==> src/rtl/column_spike_decoder.sv <==
// column_spike_decoder
// Samples a column's race-logic spike bus over one gamma window, converts each
// neuron's first rising edge into a binary spike time, picks the earliest
// firing neuron (lowest index on ties) and offers the result on valid/ready.

`ifndef NEURONS_PER_COLUMN
`define NEURONS_PER_COLUMN 4
`endif
`ifndef TIME_PERIOD
`define TIME_PERIOD 8
`endif

module column_spike_decoder #(
    parameter int NEURONS = `NEURONS_PER_COLUMN,
    parameter int PERIOD  = `TIME_PERIOD,
    parameter int TW      = $clog2(PERIOD + 1),
    parameter int IW      = (NEURONS > 1) ? $clog2(NEURONS) : 1
) (
    input  logic                        clk,
    input  logic                        rst,
    input  logic                        gamma_start,
    input  logic [NEURONS-1:0]          in_spikes,
    output logic                        busy,
    output logic                        out_valid,
    input  logic                        out_ready,
    output logic [NEURONS-1:0][TW-1:0]  out_times,
    output logic [IW-1:0]               out_winner,
    output logic                        out_any
);

    // PERIOD doubles as the "never fired" time code.
    localparam logic [TW-1:0] NO_SPIKE = TW'(PERIOD);
    localparam logic [TW-1:0] LAST_T   = TW'(PERIOD - 1);

    typedef enum logic [1:0] {
        IDLE,
        CAPTURE,
        RESOLVE,
        HOLD
    } state_t;

    state_t        state;
    logic [TW-1:0] t;
    logic [TW-1:0] min_val;
    logic [IW-1:0] min_idx;

    assign busy = (state != IDLE);

    // Winner-take-all search: strict less-than keeps the lowest index on ties,
    // and with no spikes the index stays at zero.
    always_comb begin
        min_val = NO_SPIKE;
        min_idx = '0;
        for (int i = 0; i < NEURONS; i++) begin
            if (out_times[i] < min_val) begin
                min_val = out_times[i];
                min_idx = IW'(i);
            end
        end
    end

    // Window sequencer: first-rise capture, one-cycle resolve, then hold the
    // result until accepted (optionally chaining straight into a new window).
    always_ff @(posedge clk or posedge rst) begin
        if (rst) begin
            state      <= IDLE;
            t          <= '0;
            out_valid  <= 1'b0;
            out_any    <= 1'b0;
            out_winner <= '0;
            out_times  <= {NEURONS{NO_SPIKE}};
        end else begin
            case (state)
                IDLE: begin
                    if (gamma_start) begin
                        state      <= CAPTURE;
                        t          <= '0;
                        out_any    <= 1'b0;
                        out_winner <= '0;
                        out_times  <= {NEURONS{NO_SPIKE}};
                    end
                end
                CAPTURE: begin
                    for (int i = 0; i < NEURONS; i++) begin
                        if ((out_times[i] == NO_SPIKE) && in_spikes[i]) begin
                            out_times[i] <= t;
                        end
                    end
                    if (t == LAST_T) begin
                        state <= RESOLVE;
                    end else begin
                        t <= t + TW'(1);
                    end
                end
                RESOLVE: begin
                    out_winner <= min_idx;
                    out_any    <= (min_val != NO_SPIKE);
                    out_valid  <= 1'b1;
                    state      <= HOLD;
                end
                HOLD: begin
                    if (out_ready) begin
                        out_valid <= 1'b0;
                        if (gamma_start) begin
                            state      <= CAPTURE;
                            t          <= '0;
                            out_any    <= 1'b0;
                            out_winner <= '0;
                            out_times  <= {NEURONS{NO_SPIKE}};
                        end else begin
                            state <= IDLE;
                        end
                    end
                end
                default: begin
                    state <= IDLE;
                end
            endcase
        end
    end

endmodule

==> config.mk <==
export PLATFORM = sky130hd
export DESIGN_NAME = column_spike_decoder
export DESIGN_NICKNAME = d
export VERILOG_FILES = /design/src/rtl/column_spike_decoder.sv
export SDC_FILE = /design/constraint.sdc
export NUM_CORES = 1
export LEC_CHECK = 0
export BUFFER_PORTS_ARGS = -buffer_cell sky130_fd_sc_hd__buf_4
export CAP_MARGIN = 15
export CORE_UTILIZATION = 30
export DETAILED_ROUTE_END_ITERATION = 6
export HOLD_SLACK_MARGIN = 0.15
export PLACE_DENSITY = 0.6
export SLEW_MARGIN = 20
export SYNTH_ARGS = -nofsm -noshare
export SYNTH_HDL_FRONTEND = slang
export SYNTH_SLANG_ARGS = --single-unit
==> constraint.sdc <==
create_clock -name clk -period 4.4 [get_ports clk]
set_input_delay 0 -clock clk [delete_from_list [all_inputs] [get_ports clk]]
set_output_delay 0 -clock clk [all_outputs]
set_load 0.02 [all_outputs]
== Word level (Yosys, flattened, before mapping) ==
Index checks and enable logic that the tools add are counted.

* Flip-flop bits (word level): 26
* Input bits: 8
* Output and inout port bits: 21

* $add $sub $neg: 1
* Magnitude comparators: 4
* Eq/ne operators: 17
* Muxes and demuxes: 31
* Reductions and logical operators: 17

{| class="wikitable"
|+ Operators with widths
! operator !! number
|-
| 16-bit case mux with 3 select lines || 1
|-
| 4-bit two-way mux || 11
|-
| 16-bit two-way mux || 2
|-
| 3-bit AND reduction || 6
|-
| 4-bit == test (second input constant) || 4
|-
| 2-bit inequality test (second input constant) || 8
|-
| 2-bit two-way mux || 7
|-
| 4-bit < comparator || 3
|-
| 4-bit case mux with 3 select lines || 1
|-
| 2-bit case mux with 4 select lines || 1
|-
| 2-bit case mux with 3 select lines || 1
|-
| 3-bit nonzero test || 2
|-
| 1-bit two-way mux || 5
|-
| 4-bit by 1-bit adder with 4-bit output (second input constant) || 1
|-
| 2-bit == test (second input constant) || 2
|-
| 4-bit by 3-bit == test with 1-bit output (second input constant) || 1
|-
| 1-bit logical AND || 4
|-
| 4-bit < comparator (second input constant) || 1
|-
| 4-bit inequality test (second input constant) || 1
|-
| 2-bit AND reduction || 2
|-
| 2-bit nonzero test || 2
|-
| 1-bit case mux with 3 select lines || 1
|-
| 2-bit by 1-bit == test with 1-bit output (second input constant) || 1
|-
| 2-bit logical NOT || 1
|-
| 1-bit case mux with 2 select lines || 1
|}

== Logic depth before layout (Yosys ltp) ==
Gate-level depths: netlist of the first run.

* Word-level depth: 10
* Gate-level depth with buffers: 20
* Gate-level depth less buffers: 20

== Least setup slack after synthesis of the first run ==
OpenSTA, ideal clock, no wires.

* Path type: reg2reg
* From: register out_times[3] (netlist name)
* To: register out_any
* Library setup time: 0.082 ns
* Data arrival time: 3.750 ns
* Data required time: 4.318 ns
* Setup slack: 0.568 ns
* Cell stages (with the launch flop): 20
* Buffers on the path: 0
* Period minus slack after synthesis: 3.832 ns
* Cells stage by stage: dfstp_2 > inv_1 > nand2_1 > ha_1 > o211ai_1 > o21ai_1 > mux2_2 > ha_1 > o21a_1 > o21ai_0 > nand2_1 > nand2_1 > a21oi_1 > ha_1 > a21oi_1 > nor2_1 > a21oi_1 > a22oi_1 > and3_1 > a22oi_2

* Word-level cells in the longest chain between the ends: 10

{| class="wikitable"
|+ Ends and longest elaborated chain
! element !! RTL line !! text
|-
| from (decl) || 26 || <nowiki>output logic [NEURONS-1:0][TW-1:0] out_times,</nowiki>
|-
| from (signal assigned) || 71 || <nowiki>out_times <= {NEURONS{NO_SPIKE}};</nowiki>
|-
| from (signal assigned) || 80 || <nowiki>out_times <= {NEURONS{NO_SPIKE}};</nowiki>
|-
| from (signal, indexed assignment) || 86 || <nowiki>out_times[i] <= t;</nowiki>
|-
| 4-bit < comparator || 55 || <nowiki>if (out_times[i] < min_val) begin</nowiki>
|-
| 4-bit two-way mux (*) || 55 ||
|-
| 4-bit < comparator || 55 ||
|-
| 4-bit two-way mux (*) || 55 ||
|-
| 4-bit < comparator || 55 ||
|-
| 4-bit two-way mux (*) || 55 ||
|-
| 4-bit < comparator || 55 ||
|-
| 4-bit two-way mux (*) || 55 ||
|-
| 4-bit inequality test (*) || 97 || <nowiki>out_any <= (min_val != NO_SPIKE);</nowiki>
|-
| 1-bit case mux with 3 select lines (*) || 73 || <nowiki>case (state)</nowiki>
|-
| to (signal assigned) || 97 ||
|-
| to (decl) || 28 || <nowiki>output logic out_any</nowiki>
|}

Mark *: on every way between the ends. The rest lies on a longest branch, timed or not.
A chain may end at the register's enable or synchronous reset.

== Final worst setup path of the first run ==
Ends and elaborated chain as after synthesis.

==> impl_results.md, run 1 <==
- Status: finished, final reports clean
- Seq/Total Area, Yosys: 37.0%
- Req. time, crit path: around 4600 ps
- Sw power: ~740 µW
- DRT antenna net count: 0
- Pint: 868 µW
- Ys flop type: dfrtp_1
- WL/cell: around 14 µm
- H-tree depth: 1
- Worst Setup Start Kind: register
- Delay-heaviest family, CP: compound AO/OA/AOI/OAI gates
- Die ar.: ~0.0062 mm²
- CTS tree: done
- Gr usage total: a little over an eighth
- Maximum clock insertion buffer count: 2
- Final setup vio count: 0
- Clock sinks: 26
- Boundary Pins: 29
- Starting density of the core: about a third
- Comb pwr share: approximately three fifths
- First-pass GRT wire length: around 6600 µm
- Pins Over Slew Limit: 0
- Number of enable flip-flop cells after synthesis: 0
- Number of global-route vias before repair: 1360
- Static Leakage: between 1 and 1.5 nW
- Worst path slowest cell: dfstp_2
- Hold slack final: 226 ps
- Die width: ~80 µm
- Flops & latches, synth: 26
- Rel. slew slack: roughly 36%
- Num rows: 27
- CP cell instances: inv_1 > nand2_1 > ha_1 > o211ai_1 > o21ai_2 > mux2_2 > ha_1 > o21a_1 > o21ai_0 > nand2_1 > nand2_2 > a21oi_1 > ha_1 > a21oi_2 > nor2_1 > a21oi_1 > a22oi_1 > and3_1 > a22oi_2
- Worst path bufs/invs: 1
- Area after DPL: a little over 0.002 mm²
- Hold path depth: 5
- Iter 0 DRT Violations: 45
- Via density: 4.98
- Cell repeated most along the worst path: ha_1
- Reg2reg end: out_any$_DFFE_PP0P_
- Synth async-reset ratio: 100%
- Worst-Margin Slew: 956 ps
- Crit path DAT: between 4000 and 5000 ps
- Synthesized Nets: 206
- Die Ht: 78.9 µm
- Worst slack at placement: around 270 ps
- Initial antenna violation count: 0
- Period utilization: between 90% and 100%
- Sequential share of power: 26.2%
- Synth unique cells: 46
- Fin cells: 286
- Largest net degree at the start of global routing: 27
- # Max-Cap Violations: 0
- FILL cells: roughly 600
- Footprint of the multi-input gates: about 0.0010 mm²
- Reg2reg path depth: 19
- Core region area: approximately 0.0056 mm²
- Peak Freq: 251 MHz
- Clock root cell: clkbuf_8
- DRC violations left: 0
- Final WS setup: 412 ps
- Synthesized area per cell: 9.79 µm²
- DP Wirelength: roughly 3000 µm
- Synthesized instance count: between 150 and 200
- Hold path endpoint: out_times[11]$_DFFE_PP1P_
- Setup TNS: 0 ps
- CP peak stage delay: between 600 and 700 ps
- # placed instances: 278
- Antenna cell count: 0
- Placer's final routability congestion estimate: approximately 0.81
- Vias: 1424
- Clk slew on worst S/H paths: around 90 ps
- Final hold vios: 0
- Clk pwr share: about 12%
- Storage element area: roughly 660 µm²
- Worst Setup End Kind: register
- Total power: 1.61 mW
- Clk_lat worst skew: approximately 270 ps
- Area growth syn-to-layout: 22.8%
- Hold Crit Class: primary input to register
- Power Density: 740 mW/mm²
- Max IR drop VDD: roughly 220 µV
- Sw Ratio: between 40% and 50%
- Fin nets: 240
- WL final: between 3000 and 4000 µm
- Design Area, Final: 0.00218 mm²
- Gr ovfl total: 0
- Reg2reg start: out_times[3]$_DFFE_PP1P_
- Flop2flop setup slack: between 400 and 500 ps
- RSZ-0062 raised after global routing: no
- Layout cells sized above 1: ~29%
- Post-Route Utilization: slightly below 40%
- Worst Skew: between 3 and 4 ps
- Drt pass-1 iters: 4
- Post-synthesis cell area: between 0.0015 and 0.002 mm²
- Stages on the worst setup path: 19
- Post-layout min period: 3990 ps
- Port bufs: 28
- Critical-path maximum fanout: 7
- Start-to-end type of the worst setup path: register to register
- Worst hold path startpoint: in_spikes[2]
- Synth warnings: 0
- TritonCTS Buffers: 3
## placed cells by master (no fill, tap or decap), types with 3 or more instances in the layout
master	count
buf_4	29
dfrtp_1	22
ha_1	17
inv_1	16
nand2_1	16
o21ai_0	11
nor2_1	10
a21oi_1	9
mux2_2	8
nand3_1	6
mux2_1	4
o21ai_2	4
dlygate4sd3_1	4
dfstp_2	4
a22oi_1	3
nor3_1	3
and2_1	3
nor4_1	3
o211ai_1	3
clkbuf_8	3
## cell families (layout without fill, tap and decap cells)
kind of cell / count (synthesis) / after routing / share of synthesized area [%]
and+or+nand+nor: 51 / 51 / 14.5
DFF: 26 / 26 / 37.0
adders and majority gates: 17 / 17 / 12.0
muxes: 14 / 14 / 8.76
AOI/OAI and AO/OA: 52 / 52 / 22.6
buffers and inverters: 21 / 54 / 5.08
## synthesized netlist by cell type (4+ instances only)
cell | instances | area share (%)
dfstp_2 | 4 | 5.9
nand2_1 | 17 | 3.6
nand3_1 | 6 | 1.7
o21ai_0 | 11 | 3.1
mux2_1 | 4 | 2.5
ha_1 | 17 | 12
a21oi_1 | 10 | 2.8
dfrtp_1 | 22 | 31
inv_1 | 17 | 3.6
nor2_1 | 10 | 2.1
mux2_2 | 8 | 5.1
## routing by layer
metal | GRT usage (%) | share of wire [%] | wire length (µm)
met1 | 17.6 | 48 | 1890
met2 | 23.3 | 49 | 1940
met3 | 2.30 | 2.1 | 82
met4 | 4.36 | 1.2 | 46
met5 | 0 | 0 | 0
## worst register-to-register path: stages, from the launching register on
cell and delay [ps]:
dfstp_2 620, inv_1 100, nand2_1 100, ha_1 270, o211ai_1 140, o21ai_2 180, mux2_2 400, ha_1 280
o21a_1 180, o21ai_0 250, nand2_1 110, nand2_2 140, a21oi_1 90, ha_1 200, a21oi_2 190, nor2_1 70
a21oi_1 120, a22oi_1 110, and3_1 210, a22oi_2 170
## power groups by stage
stage	registers, mW	clock network, mW	logic, mW
finish	0.422	0.199	0.989
global route	0.437	0.211	1.11
CTS	0.423	0.203	0.974
detailed placement	0.427	0	0.967
global placement	0.425	0	0.959
floorplan	0.471	0	0.670
## flip-flops by register name, summed over array words and instances (netlist names)
| register | count |
|---|---|
| t | 4 |
| out_any | 1 |
| out_valid | 1 |
| out_times | 16 |
| out_winner | 2 |
| state | 2 |
## how the worst max path moves through the flow
stage | from | endpoint | slack (ps)
3_3_place_gp | out_times[3]$_DFFE_PP1P_ | out_any$_DFFE_PP0P_ | 400
6_report | out_times[3]$_DFFE_PP1P_ | out_any$_DFFE_PP0P_ | 410
4_1_cts | out_times[3]$_DFFE_PP1P_ | out_any$_DFFE_PP0P_ | 260
5_1_grt | out_times[3]$_DFFE_PP1P_ | out_any$_DFFE_PP0P_ | 10
2_1_floorplan | out_times[3]$_DFFE_PP1P_ | out_any$_DFFE_PP0P_ | 570
3_5_place_dp | out_times[3]$_DFFE_PP1P_ | out_any$_DFFE_PP0P_ | 270
## timing repair
action	CTS	global route
setup endpoints to repair	0	2
endpoints found under the hold margin	25	0
buffers inserted	0	0
resized for setup	0	4
hold buffers	4	0
## final cells by class
cell class	count	share of cell area, %
clock inverter	1	1.38
clock buffer	3	1.90
multi-input combinational	134	47.7
tap	72	4.14
sequential	26	30.1
inverter	17	2.93
timing repair buffer	33	11.8
(Power assumes the default switching activity.)
==> inputs of run 2 (changes only) <==
--- a/config.mk
+++ b/config.mk
@@ -11,6 +11,7 @@
 export DETAILED_ROUTE_END_ITERATION = 6
 export HOLD_SLACK_MARGIN = 0.15
 export PLACE_DENSITY = 0.6
+export RECOVER_POWER = 50
 export SLEW_MARGIN = 20
 export SYNTH_ARGS = -nofsm -noshare
 export SYNTH_HDL_FRONTEND = slang
==> run 2 against run 1 <==
Clock-buffer cell count did not move; die area did not move; utilization fell by 0.94 points; critical endpoint unchanged; cell area fell by 2.4%; critical path depth did not move; sequential share of layout area rose by 0.75 points; clock skew fell by 2.0 ps; flip-flop and latch count did not move; combinational power fell by 2.9%; global-route usage did not move.
==> impl_results.md, run 2 (synthesized netlist as in run 1, its figures left out) <==
- WL final: 3950 µm
- FILL cells: approximately 600
- Hold slack final: approximately 220 ps
- Hold Crit Class: primary input to register
- Sw power: about 740 µW
- Crit path launch: out_times[3]$_DFFE_PP1P_
- Static Leakage: between 0.9 and 1 nW
- Final hold vios: 0
- Gr usage total: a little over an eighth
- Largest Register: out_times
- Largest registers: out_times (16), t (4)
- DRC violations left: 0
- Reg2reg start: out_times[3]$_DFFE_PP1P_
- Sw Ratio: a little under half
- Worst Setup End Kind: register
- DRT antenna net count: 0
- Boundary Pins: 29
- Fin nets: 240
- Largest net degree at the start of global routing: 27
- # Max-Cap Violations: 0
- Comb pwr share: slightly above 60%
- TritonCTS Buffers: 3
- Sequential share of power: 26.6%
- Critical-path maximum fanout: 7
- Layout cells sized above 1: between 20% and 30%
- Post-CTS setup buffers: 0
- Num rows: 27
- DP Wirelength: slightly above 3000 µm
- Area growth syn-to-layout: 19.8%
- H-tree depth: 1
- Clk pwr share: about 13%
- Clk_lat worst skew: between 200 and 300 ps
- Via density: 4.92
- Post-layout min period: 3990 ps
- Antenna cell count: 0
- Setup TNS: 0 ps
- Max IR drop VDD: between 200 and 250 µV
- Most common cell after layout, fill and taps aside: dfrtp_1
- Start-to-end type of the worst setup path: register to register
- Placer's final routability congestion estimate: between 0.8 and 0.9
- Clk slew on worst S/H paths: roughly 90 ps
- Iter 0 DRT Violations: ~40
- Req. time, crit path: between 4000 and 5000 ps
- Worst hold path startpoint: in_spikes[2]
- Most frequent cells in the layout: dfrtp_1 (22), ha_1 (17), inv_1 (16), nand2_1 (16)
- Final setup vio count: 0
- Drt pass-1 iters: 4
- Worst-Margin Slew: roughly 950 ps
- Maximum clock insertion buffer count: 2
- Peak Freq: around 250 MHz
- Vias: about 1400
- Clock sinks: 26
- Worst Skew: between 1.5 and 2 ps
- Worst Setup Start Kind: register
- Gr ovfl total: 0
- Die width: approximately 79 µm
- Port bufs: 28
- Max FFs per register: 16
- CTS tree: done
- Starting density of the core: a little under a third
- WL/cell: 13.8 µm
- Pins Over Slew Limit: 0
- Crit path DAT: ~4200 ps
- Clock root cell: clkbuf_8
- Rel. slew slack: between 30% and 40%
- Period utilization: 90.7%
- Status: finished, final reports clean
- Initial antenna violation count: 0
- Die ar.: 0.00622 mm²
- First-pass GRT wire length: approximately 6600 µm
- Die Ht: around 80 µm
- RSZ-0062 raised after global routing: no
- Pint: 838 µW
- Power Density: approximately 740 mW/mm²
- Number of global-route vias before repair: around 1400
- Core region area: 0.00561 mm²
## run 2: changes by cell type in the layout (fill, tap and decap cells not counted)
cell,before,now
buf_4,29,14
clkbuf_1,0,14
clkbuf_4,0,1
## run 2: final timing paths
check	slack, ps	to	cells past startpoint
setup / recovery	410	out_any$_DFFE_PP0P_	19
hold / removal	220	out_times[11]$_DFFE_PP1P_	5
setup reg to reg	410	out_any$_DFFE_PP0P_	19
hold reg to reg	480	out_winner[1]$_DFFE_PP0P_	2
max in group asynchronous	3590	out_times[4]$_DFFE_PP0P_	3
min in group asynchronous	370	out_valid$_DFFE_PP0P_	3
## run 2: area by class of cell
cell class | instances | area, µm² | share of cell area [%]
clock inverters | 1 | 30.0 | 1.41
repair buffers | 33 | 205 | 9.66
flip-flops and latches | 26 | 656 | 30.9
clock buffers | 3 | 41.3 | 1.94
well taps | 72 | 90.1 | 4.24
multi-input cells | 134 | 1040 | 48.9
inverters | 17 | 63.8 | 3.01
## run 2: per-stage QoR
step           cell area (µm²)  instances  total power, mW  utilization (%)  setup WS [ps]
2_1_floorplan             1770        181             1.14                -            568
3_3_place_gp              2050        278             1.38             36.6            401
3_5_place_dp              2050        278             1.39             36.6            266
4_1_cts                   2160        286             1.60             38.6            256
5_1_grt                   2120        286             1.72             37.9           14.6
6_report                  2120        286             1.58             37.9            410
## run 2: per-layer routing
metal  vias to the layer above  part of all wire [%]  global-route usage, %  wire (µm)
met4                         0                   1.2                   4.36         46
li1                        717                     -                      -          -
met2                        11                    49                   23.3       1940
met1                       675                    48                   17.6       1890
met3                         4                   1.9                   2.30         75
met5                         -                     0                      0          0
## run 2: critical path: stages (launching register included)
cell and delay [ps]:
dfstp_2 620, inv_1 100, nand2_1 100, ha_1 270, o211ai_1 140, o21ai_2 180
mux2_2 390, ha_1 280, o21a_1 180, o21ai_0 250, nand2_1 110, nand2_2 140
a21oi_1 90, ha_1 200, a21oi_2 190, nor2_1 70, a21oi_1 120, a22oi_1 110
and3_1 210, a22oi_2 170
## run 2: power by group through the flow
stage          Combinational, mW  Clock [mW]  Sequential (mW)
2_1_floorplan              0.670           0            0.471
3_3_place_gp               0.959           0            0.425
3_5_place_dp               0.967           0            0.427
4_1_cts                    0.974       0.203            0.423
5_1_grt                     1.08       0.211            0.436
6_report                   0.960       0.200            0.421
## run 2: repair_timing
action / CTS / global route
endpoints found under the hold margin: 25 / 0
setup endpoints to repair: 0 / 2
hold buffers: 4 / 0
gates resized for setup: 0 / 4
==> inputs of run 3 (changes only) <==
--- a/config.mk
+++ b/config.mk
@@ -7,10 +7,13 @@
 export LEC_CHECK = 0
 export BUFFER_PORTS_ARGS = -buffer_cell sky130_fd_sc_hd__buf_4
 export CAP_MARGIN = 15
+export CELL_PAD_IN_SITES_DETAIL_PLACEMENT = 2
+export CELL_PAD_IN_SITES_GLOBAL_PLACEMENT = 2
+export CORE_MARGIN = 2
 export CORE_UTILIZATION = 30
 export DETAILED_ROUTE_END_ITERATION = 6
 export HOLD_SLACK_MARGIN = 0.15
-export PLACE_DENSITY = 0.6
+export PLACE_DENSITY = 0.81
 export RECOVER_POWER = 50
 export SLEW_MARGIN = 20
 export SYNTH_ARGS = -nofsm -noshare
==> run 3 against run 2 <==
Die area is 5.1% higher; sequential power rose by 1%; critical path type unchanged; largest power group unchanged; largest cell class unchanged; critical path depth unchanged; worst hold slack better by 24 ps; total power fell by 0.56%; register-to-register slack is essentially flat.
==> impl_results.md, run 3 (synthesized netlist as in run 1, its figures left out) <==
- Vias: about 1500
- Largest Register: out_times
- RSZ-0062 raised after global routing: no
- Drt pass-1 iters: 4
- Worst path slowest cell: dfstp_2
- Worst path bufs/invs: 1
- Gr ovfl total: 0
- Starting density of the core: approximately a third
- Core region area: between 0.005 and 0.006 mm²
- CP cell instances: inv_1 > nand2_1 > ha_1 > o211ai_1 > o21ai_2 > mux2_2 > ha_1 > o21a_1 > o21ai_1 > nand2_1 > nand2_1 > a21oi_1 > ha_1 > a21oi_2 > nor2_1 > a21oi_1 > a22oi_1 > and3_1 > a22oi_2
- Clk pwr share: just over 9%
- Via density: approximately 5.3
- Worst Setup End Kind: register
- Largest net degree at the start of global routing: 27
- CTS tree: done
- Number of global-route vias before repair: 1590
- Num rows: 27
- CP peak stage delay: 610 ps
- Die ar.: 0.00654 mm²
- Port bufs: 28
- Final setup vio count: 0
- Iter 0 DRT Violations: 22
- Layout cells sized above 1: 20.6%
- Boundary Pins: 29
- Clock sinks: 26
- Start-to-end type of the worst setup path: register to register
- Initial antenna violation count: 0
- First-pass GRT wire length: a little over 8000 µm
- Most frequent cells in the layout: dfrtp_1 (22), nand2_1 (17), ha_1 (17), inv_1 (16), clkbuf_1 (16)
- Most common cell after layout, fill and taps aside: dfrtp_1
- Sequential share of power: 27.2%
- Worst Skew: between 9 and 10 ps
- Area growth syn-to-layout: 17.9%
- Max FFs per register: 16
- Final WS setup: 420 ps
- Antenna cell count: 0
- Clock root cell: clkbuf_8
- Req. time, crit path: about 4600 ps
- Status: finished, final reports clean
- Rel. slew slack: around a third
- Pins Over Slew Limit: 0
- Period utilization: around nine tenths
- Max IR drop VDD: ~230 µV
- Die Ht: around 81 µm
- Worst-Margin Slew: 976 ps
- Fin nets: 240
- Worst Setup Start Kind: register
- DRT antenna net count: 0
- Worst slack at placement: about 140 ps
- Final hold vios: 0
- Sw Ratio: 50.4%
- Largest registers: out_times (16), t (4)
- Sw power: slightly below 800 µW
- TritonCTS Buffers: 3
- Hold Crit Class: primary input to register
- FILL cells: 651
- # Max-Cap Violations: 0
- Crit path DAT: roughly 4200 ps
- Clk slew on worst S/H paths: roughly 100 ps
- Gr usage total: 16.5%
- DRC violations left: 0
- Post-layout min period: between 3000 and 4000 ps
- Static Leakage: approximately 0.95 nW
- Clk_lat worst skew: around 280 ps
- Placer's final routability congestion estimate: roughly 0.8
- H-tree depth: 1
- Delay-heaviest family, CP: compound AO/OA/AOI/OAI gates
- Critical-path maximum fanout: 7
- WL/cell: 17.8 µm
- Maximum clock insertion buffer count: 2
- WL final: 5080 µm
- Comb pwr share: a little under two thirds
- Setup TNS: 0 ps
- DP Wirelength: 3840 µm
- Peak Freq: approximately 250 MHz
- Die width: ~81 µm
- Power Density: about 750 mW/mm²
- Pint: 780 µW
[run 3: worst register-to-register path: stages (launching register included)]
cell	delay [ps]
dfstp_2	610
inv_1	100
nand2_1	100
ha_1	270
o211ai_1	140
o21ai_2	190
mux2_2	390
ha_1	290
o21a_1	190
o21ai_1	200
nand2_1	90
nand2_1	200
a21oi_1	110
ha_1	190
a21oi_2	190
nor2_1	60
a21oi_1	110
a22oi_1	100
and3_1	210
a22oi_2	170
[run 3: path summary, 6_finish.rpt]
kind,start,endpoint,slack (ps),depth (start not counted)
min in group asynchronous,rst,out_winner[0]$_DFFE_PP0P_,370,3
min,in_spikes[2],out_times[11]$_DFFE_PP1P_,250,5
min reg2reg,out_winner[1]$_DFFE_PP0P_,out_winner[1]$_DFFE_PP0P_,500,2
max in group asynchronous,rst,out_times[5]$_DFFE_PP0P_,3570,3
max,out_times[3]$_DFFE_PP1P_,out_any$_DFFE_PP0P_,420,19
max reg2reg,out_times[3]$_DFFE_PP1P_,out_any$_DFFE_PP0P_,420,19
[run 3: per-stage QoR]
stage          total power, mW  area [µm²]  hold WS [ps]  std cells  utilization, %
2_1_floorplan             1.14        1770          37.1        181               -
6_report                  1.57        2090           248        286            37.3
5_1_grt                   1.72        2090           291        286            37.3
4_1_cts                   1.61        2140           254        286            38.1
3_3_place_gp              1.40        2050           207        278            36.6
3_5_place_dp              1.45        2050           226        278            36.6
[run 3: power groups by stage]
| stage | clock (mW) | combinational, mW | sequential [mW] |
|---|---|---|---|
| 2_1_floorplan | 0 | 0.670 | 0.471 |
| 3_3_place_gp | 0 | 0.974 | 0.428 |
| 3_5_place_dp | 0 | 1.02 | 0.434 |
| 4_1_cts | 0.148 | 1.03 | 0.430 |
| 5_1_grt | 0.157 | 1.12 | 0.442 |
| 6_report | 0.144 | 1.00 | 0.427 |
[run 3: final cells by class]
class	count	area [µm²]	area share [%]
multi-input combinational	134	1030	49.5
sequential	26	656	31.4
timing repair buffer	33	201	9.64
tap	72	90.1	4.31
inverter	17	63.8	3.05
clock buffer	4	45.0	2.16
[run 3: per-layer routing]
layer	vias up	part of all wire [%]	track usage, %
li1	725	-	-
met4	0	1.3	4.58
met5	-	0	0
met3	5	1.4	1.67
met2	17	50	29.3
met1	762	47	21.2
[run 3: repair_timing]
item | 4_1_cts | 5_1_grt
hold buffers | 4 | 0
endpoints found under the hold margin | 25 | 0
endpoints found under the setup margin | 0 | 3
gates resized for setup | 0 | 3
setup buffers | 0 | 0
